**src/rtl/period_meter.sv**
```systemverilog
// period_meter: measures clk cycles between rising edges of event_in, valid/ready result with saturation and drop flag
module period_meter #(
    parameter int COUNTER_WIDTH = 8
) (
    input  logic                     clk,
    input  logic                     reset,
    input  logic                     enable,
    input  logic                     event_in,
    input  logic                     meas_ready,
    output logic                     meas_valid,
    output logic [COUNTER_WIDTH-1:0] meas_count,
    output logic                     meas_overflow,
    output logic                     dropped,
    output logic                     busy
);
    typedef enum logic [1:0] {IDLE, ARMED, MEASURING} state_t;
    localparam logic [COUNTER_WIDTH-1:0] CNT_MAX = '1;
    localparam logic [COUNTER_WIDTH-1:0] CNT_ONE = COUNTER_WIDTH'(1);
    state_t                   state, state_nxt;
    logic [COUNTER_WIDTH-1:0] count, count_nxt;
    logic                     ovf_run, ovf_nxt;
    logic                     event_d;
    logic                     edge_det;
    logic                     load;
    assign edge_det = event_in & ~event_d;
    assign busy     = state != IDLE;
    // next state, period counter and result strobe; a low enable wins over a coincident edge
    always_comb begin
        state_nxt = state;
        count_nxt = count;
        ovf_nxt   = ovf_run;
        load      = 1'b0;
        if (state == IDLE) begin
            count_nxt = '0;
            ovf_nxt   = 1'b0;
            state_nxt = enable ? ARMED : IDLE;
        end else if (!enable) begin
            state_nxt = IDLE;
            count_nxt = '0;
            ovf_nxt   = 1'b0;
        end else if (state == ARMED) begin
            state_nxt = edge_det ? MEASURING : ARMED;
            count_nxt = edge_det ? CNT_ONE : count;
        end else if (edge_det) begin
            load      = 1'b1;
            count_nxt = CNT_ONE;
            ovf_nxt   = 1'b0;
        end else begin
            count_nxt = (count == CNT_MAX) ? count : count + CNT_ONE;
            ovf_nxt   = ovf_run | (count == CNT_MAX);
        end
    end
    // state, counter and edge-detect registers
    always_ff @(posedge clk or posedge reset) begin
        if (reset) begin
            state   <= IDLE;
            count   <= '0;
            ovf_run <= 1'b0;
            event_d <= 1'b0;
        end else begin
            state   <= state_nxt;
            count   <= count_nxt;
            ovf_run <= ovf_nxt;
            event_d <= event_in;
        end
    end
    // result holding register with handshake and sticky drop on unaccepted overwrite
    always_ff @(posedge clk or posedge reset) begin
        if (reset) begin
            meas_valid    <= 1'b0;
            meas_count    <= '0;
            meas_overflow <= 1'b0;
            dropped       <= 1'b0;
        end else if (load) begin
            meas_valid    <= 1'b1;
            meas_count    <= count;
            meas_overflow <= ovf_run;
            dropped       <= dropped | (meas_valid & ~meas_ready);
        end else if (meas_valid && meas_ready) begin
            meas_valid <= 1'b0;
        end
    end
endmodule

```
**config.mk**
```make
export PLATFORM = sky130hd
export DESIGN_NAME = period_meter
export DESIGN_NICKNAME = d
export VERILOG_FILES = /design/src/rtl/period_meter.sv
export SDC_FILE = /design/constraint.sdc
export NUM_CORES = 1
export LEC_CHECK = 0
export CORE_MARGIN = 1
export CORE_UTILIZATION = 40
export DETAILED_ROUTE_END_ITERATION = 8
export MAX_ROUTING_LAYER = met4
export PLACE_DENSITY = 0.7
export SETUP_SLACK_MARGIN = 0.5
export SLEW_MARGIN = 5
export SYNTH_ARGS = -nofsm -noshare
export SYNTH_HDL_FRONTEND = slang
export SYNTH_SLANG_ARGS = --single-unit
```
**constraint.sdc**
```tcl
create_clock -name clk -period 2.5 [get_ports clk]
set_clock_uncertainty 0.15 [all_clocks]
set_input_delay 0.25 -clock clk [delete_from_list [all_inputs] [get_ports clk]]
set_output_delay 0.25 -clock clk [all_outputs]
set_load 0.005 [all_outputs]
```
==> results <==
- 17 I/O pins were placed.
- The later-pin clock latency in the skew report is 0.30 ns.
- The critical path is of the flip-flop to primary output type.
- The clock passes through at most 2 buffers.
- The number of antenna cells inserted is 0.
- The non-filler instance count after layout is 141.
- The total count of hold-check failures in the final report was 0.
- The layout has 236 filler cells.
- The number of nets in the synthesized netlist is 99.
- The data required time of the critical path is 2.10 ns.
- After synthesis, the largest family of logic cells by area is simple AND/OR/NAND/NOR gates.
- For this run, the register share of the synthesized area comes to 54.1%.
- In the routed design, unresolved DRC markers number 0.
- The multiplexer area fraction after synthesis is 9.52%.
- From synthesis to final layout, the design area changed by 19.9%.
- The sink count of the clock tree is 23.
- The fraction of power consumed by combinational cells is 8.5%.
- The worst-margin pin slew is 0.329 ns.
- The kind of start point of the critical path is a flip-flop.
- The area occupied by multi-input gates is 453 um^2.
- The share of the cycle needed by the critical path after routing is 78.0%.
- Registers are responsible for 64.0% of the overall power.
- The final layout contains routed wiring with a total length of 1870 um.
- The share of async-settable or async-resettable flops after synthesis is 100%.
- The worst hold slack is 0.122 ns.
- The average cell area after synthesis is 11.4 um^2.
- The leakage power figure is 0.584 nW.
- Summed over all nets, the half-perimeter wirelength after detailed placement is 1360 um.
- The die covers 0.00287 mm^2.
- The final net count is 118.
- Max-cap violations in this run came to 0.
- The quantity of gates resized following cts is 1.
- The total number of vias is 771.
- The number of antenna violations at the first check in global routing is 0.
- The post-CTS setup-driven buffer insertion count is 0.
- The post-route minimum period is 1.95 ns.
- TritonCTS created 3 clock buffers.
- The remaining antenna violation count is 0.
- At the worst endpoint, the arrival time is 1.55 ns.
- The detailed router finished its first iteration with 16 violations.
- The number of synthesized flops with an enable pin is 0.
- The maximum number of pins on one net before global-route repair is 24.
- The total power consumption of the routed design is 599 uW.
- In this run, distinct cell masters in the synthesized netlist total 36.
- Counting tap cells, the placed design contains a total of 137 instances.
- CTS built an H-tree with a depth of 1.
- The final weighted congestion of routability-driven global placement is 0.776.
- Setup repair after global routing left no endpoint under its margin.
- The first global-routing pass estimated 3250 um of wire.
- The worst max-slew margin expressed relative to the limit is 77.9%.
- The leading register cell type out of synthesis is dfrtp_1.
- During placement, the flow inserted port buffers numbering 16.
- The clock network power share is 27.5%.
- Power spread over the standard cell area amounts to 470 mW/mm^2.
- The total net switching power is 136 uW.
- Global routing used 16.6% of the available tracks across all layers.
- The tree is rooted in a clkbuf_4.
- TritonCTS built the clock tree.
- After detailed routing, the number of vias per cell comes to 5.47.
- The via count of the first global-routing pass is 683.
- The flow ran to the end, and the final reports show no timing, DRC or antenna violations.
- The highest ir drop seen on vdd is 254 uV.
- The xor/xnor cell area share of the yosys netlist is 1.65%.
- The switching share of power is 22.6%.
- The worst hold path class is primary input to async pin.
- Cells with a size suffix above 1 make up 9.01% of the layout.
- The clock-pin transition on the worst setup and hold timing paths is 0.12 ns.
- The y dimension of the die is 53.6 um.
- The flip-flop and latch area is 577 um^2.
- The core region is 0.00250 mm^2.
- The total of flip-flops plus latches after synthesis is 23.
- The final-report setup violation count is 0.
- The endpoint type of the worst setup path is a primary output.
- For this run the aggregate overflow at the end of global routing stands at 0.
- The number of detailed-route iterations in the first pass is 4.
- The synthesized netlist devotes 14.3% of its cell area to compound gates.
- The fmax is 513 MHz.
- The die extent in x is 53.6 um.
- Setup total negative slack on the finished layout was measured at 0 ns.
- The adder-cell share of the synthesized area is 1.18%.
- The share of synthesized cell area in and, or, nand and nor gates is 15.9%.
- During synthesis, Yosys emitted a total of 0 warnings.
- Cell internal power was estimated by the tool at 464 uW.
- The total standard cell area after synthesis is 0.00106 mm^2.
- Synthesis produced a netlist whose cell count is 93.
- The number of hold buffers added after CTS was 0.
- After floorplanning, the core was divided into 18 placement rows.
- Once the floorplan was initialized, standard cells occupied 42.6% of the core.
- Along the worst path, the maximum fanout reaches 9.
- The wire length per cell is 13.2 um.
- The number of slew-limit violations in the final report came to 0.
-- cells in the mapped netlist, types with 2 or more instances --
cell | count | area, um^2
buf_2 | 2 | 10.0
xnor2_1 | 2 | 17.5
nor3_1 | 2 | 10.0
nand2b_1 | 2 | 12.5
nand2_1 | 10 | 37.5
a22o_1 | 2 | 17.5
a21oi_1 | 5 | 25.0
dfrtp_1 | 23 | 576
nand3_1 | 4 | 20.0
and3_1 | 2 | 12.5
inv_1 | 2 | 7.51
nor2b_1 | 2 | 12.5
nor2_1 | 3 | 11.3
mux2_1 | 9 | 101
o22ai_1 | 2 | 12.5
-- sequential cells by signal, indices dropped and copies added, names as in the netlist --
name,flops
count,8
meas_count,8
state,2
dropped,1
event_d,1
meas_overflow,1
meas_valid,1
ovf_run,1
-- layout make-up --
type	count	share of cell area, %
repair buffers	18	13.7
well taps	30	2.94
inverters	2	0.588
clock buffers	4	2.06
flip-flops and latches	23	45.2
multi-input cells	64	35.5
-- metal layers --
| metal | vias up | global-route usage, % | wire length [um] |
|---|---|---|---|
| met5 | - | - | 0 |
| met1 | 369 | 22.3 | 908 |
| met2 | 26 | 24.4 | 855 |
| met4 | 0 | 6.58 | 28 |
| li1 | 371 | - | - |
| met3 | 5 | 3.39 | 75 |
-- logic make-up (layout without fill, tap and decap cells) --
group / count (synthesis) / count (layout)
simple gates: 32 / 32
flops: 23 / 23
compound gates: 20 / 20
mux: 9 / 9
buf+inv: 6 / 24
xor+xnor: 2 / 2
fa+ha+maj: 1 / 1
-- critical path: stages (launching register included) --
cell             delay [ns]
dfrtp_2                0.49
or2_1                  0.29
clkdlybuf4s50_1        0.46
-- cells in the final DEF (no fill, tap or decap), drive strengths merged, types with 2 or more instances in the layout --
cell type,count
nor3,2
buf,2
inv,2
nor2b,2
a21oi,6
nand3,4
a22o,2
dfrtp,23
mux2,9
clkbuf,4
a31oi,2
and3,2
nand2b,2
nor2,4
xnor2,2
o21ai,2
nand2,10
clkdlybuf4s50,16
o22ai,2
-- worst paths after layout --
| kind | from | end | slack (ns) | cells past startpoint |
|---|---|---|---|---|
| setup / recovery | state[1] | busy | 0.55 | 2 |
| max in group asynchronous | reset | state[1] | 1.84 | 3 |
| min in group clk | event_in | event_d | 0.29 | 1 |
| hold reg to reg | dropped | dropped | 0.34 | 1 |
| setup reg to reg | count[0] | count[4] | 0.77 | 5 |
| hold / removal | reset | meas_valid | 0.12 | 3 |
-- power groups by stage --
stage / combinational [mW] / clock, mW / sequential (mW)
2_1_floorplan: 0.0340 / 0 / 0.388
3_3_place_gp: 0.0504 / 0 / 0.390
3_5_place_dp: 0.0520 / 0 / 0.390
4_1_cts: 0.0520 / 0.175 / 0.383
5_1_grt: 0.0577 / 0.187 / 0.385
6_report: 0.0511 / 0.165 / 0.383
-- through the flow --
| step | area, um^2 | util [%] | setup slack [ns] |
|---|---|---|---|
| floorplan | 1060 | - | 0.868 |
| global placement | 1250 | 49.9 | 0.692 |
| detailed placement | 1250 | 49.9 | 0.679 |
| CTS | 1280 | 51.1 | 0.543 |
| global route | 1280 | 51.1 | 0.504 |
| finish | 1280 | 51.1 | 0.550 |
Power figures use the tool's default switching activity.
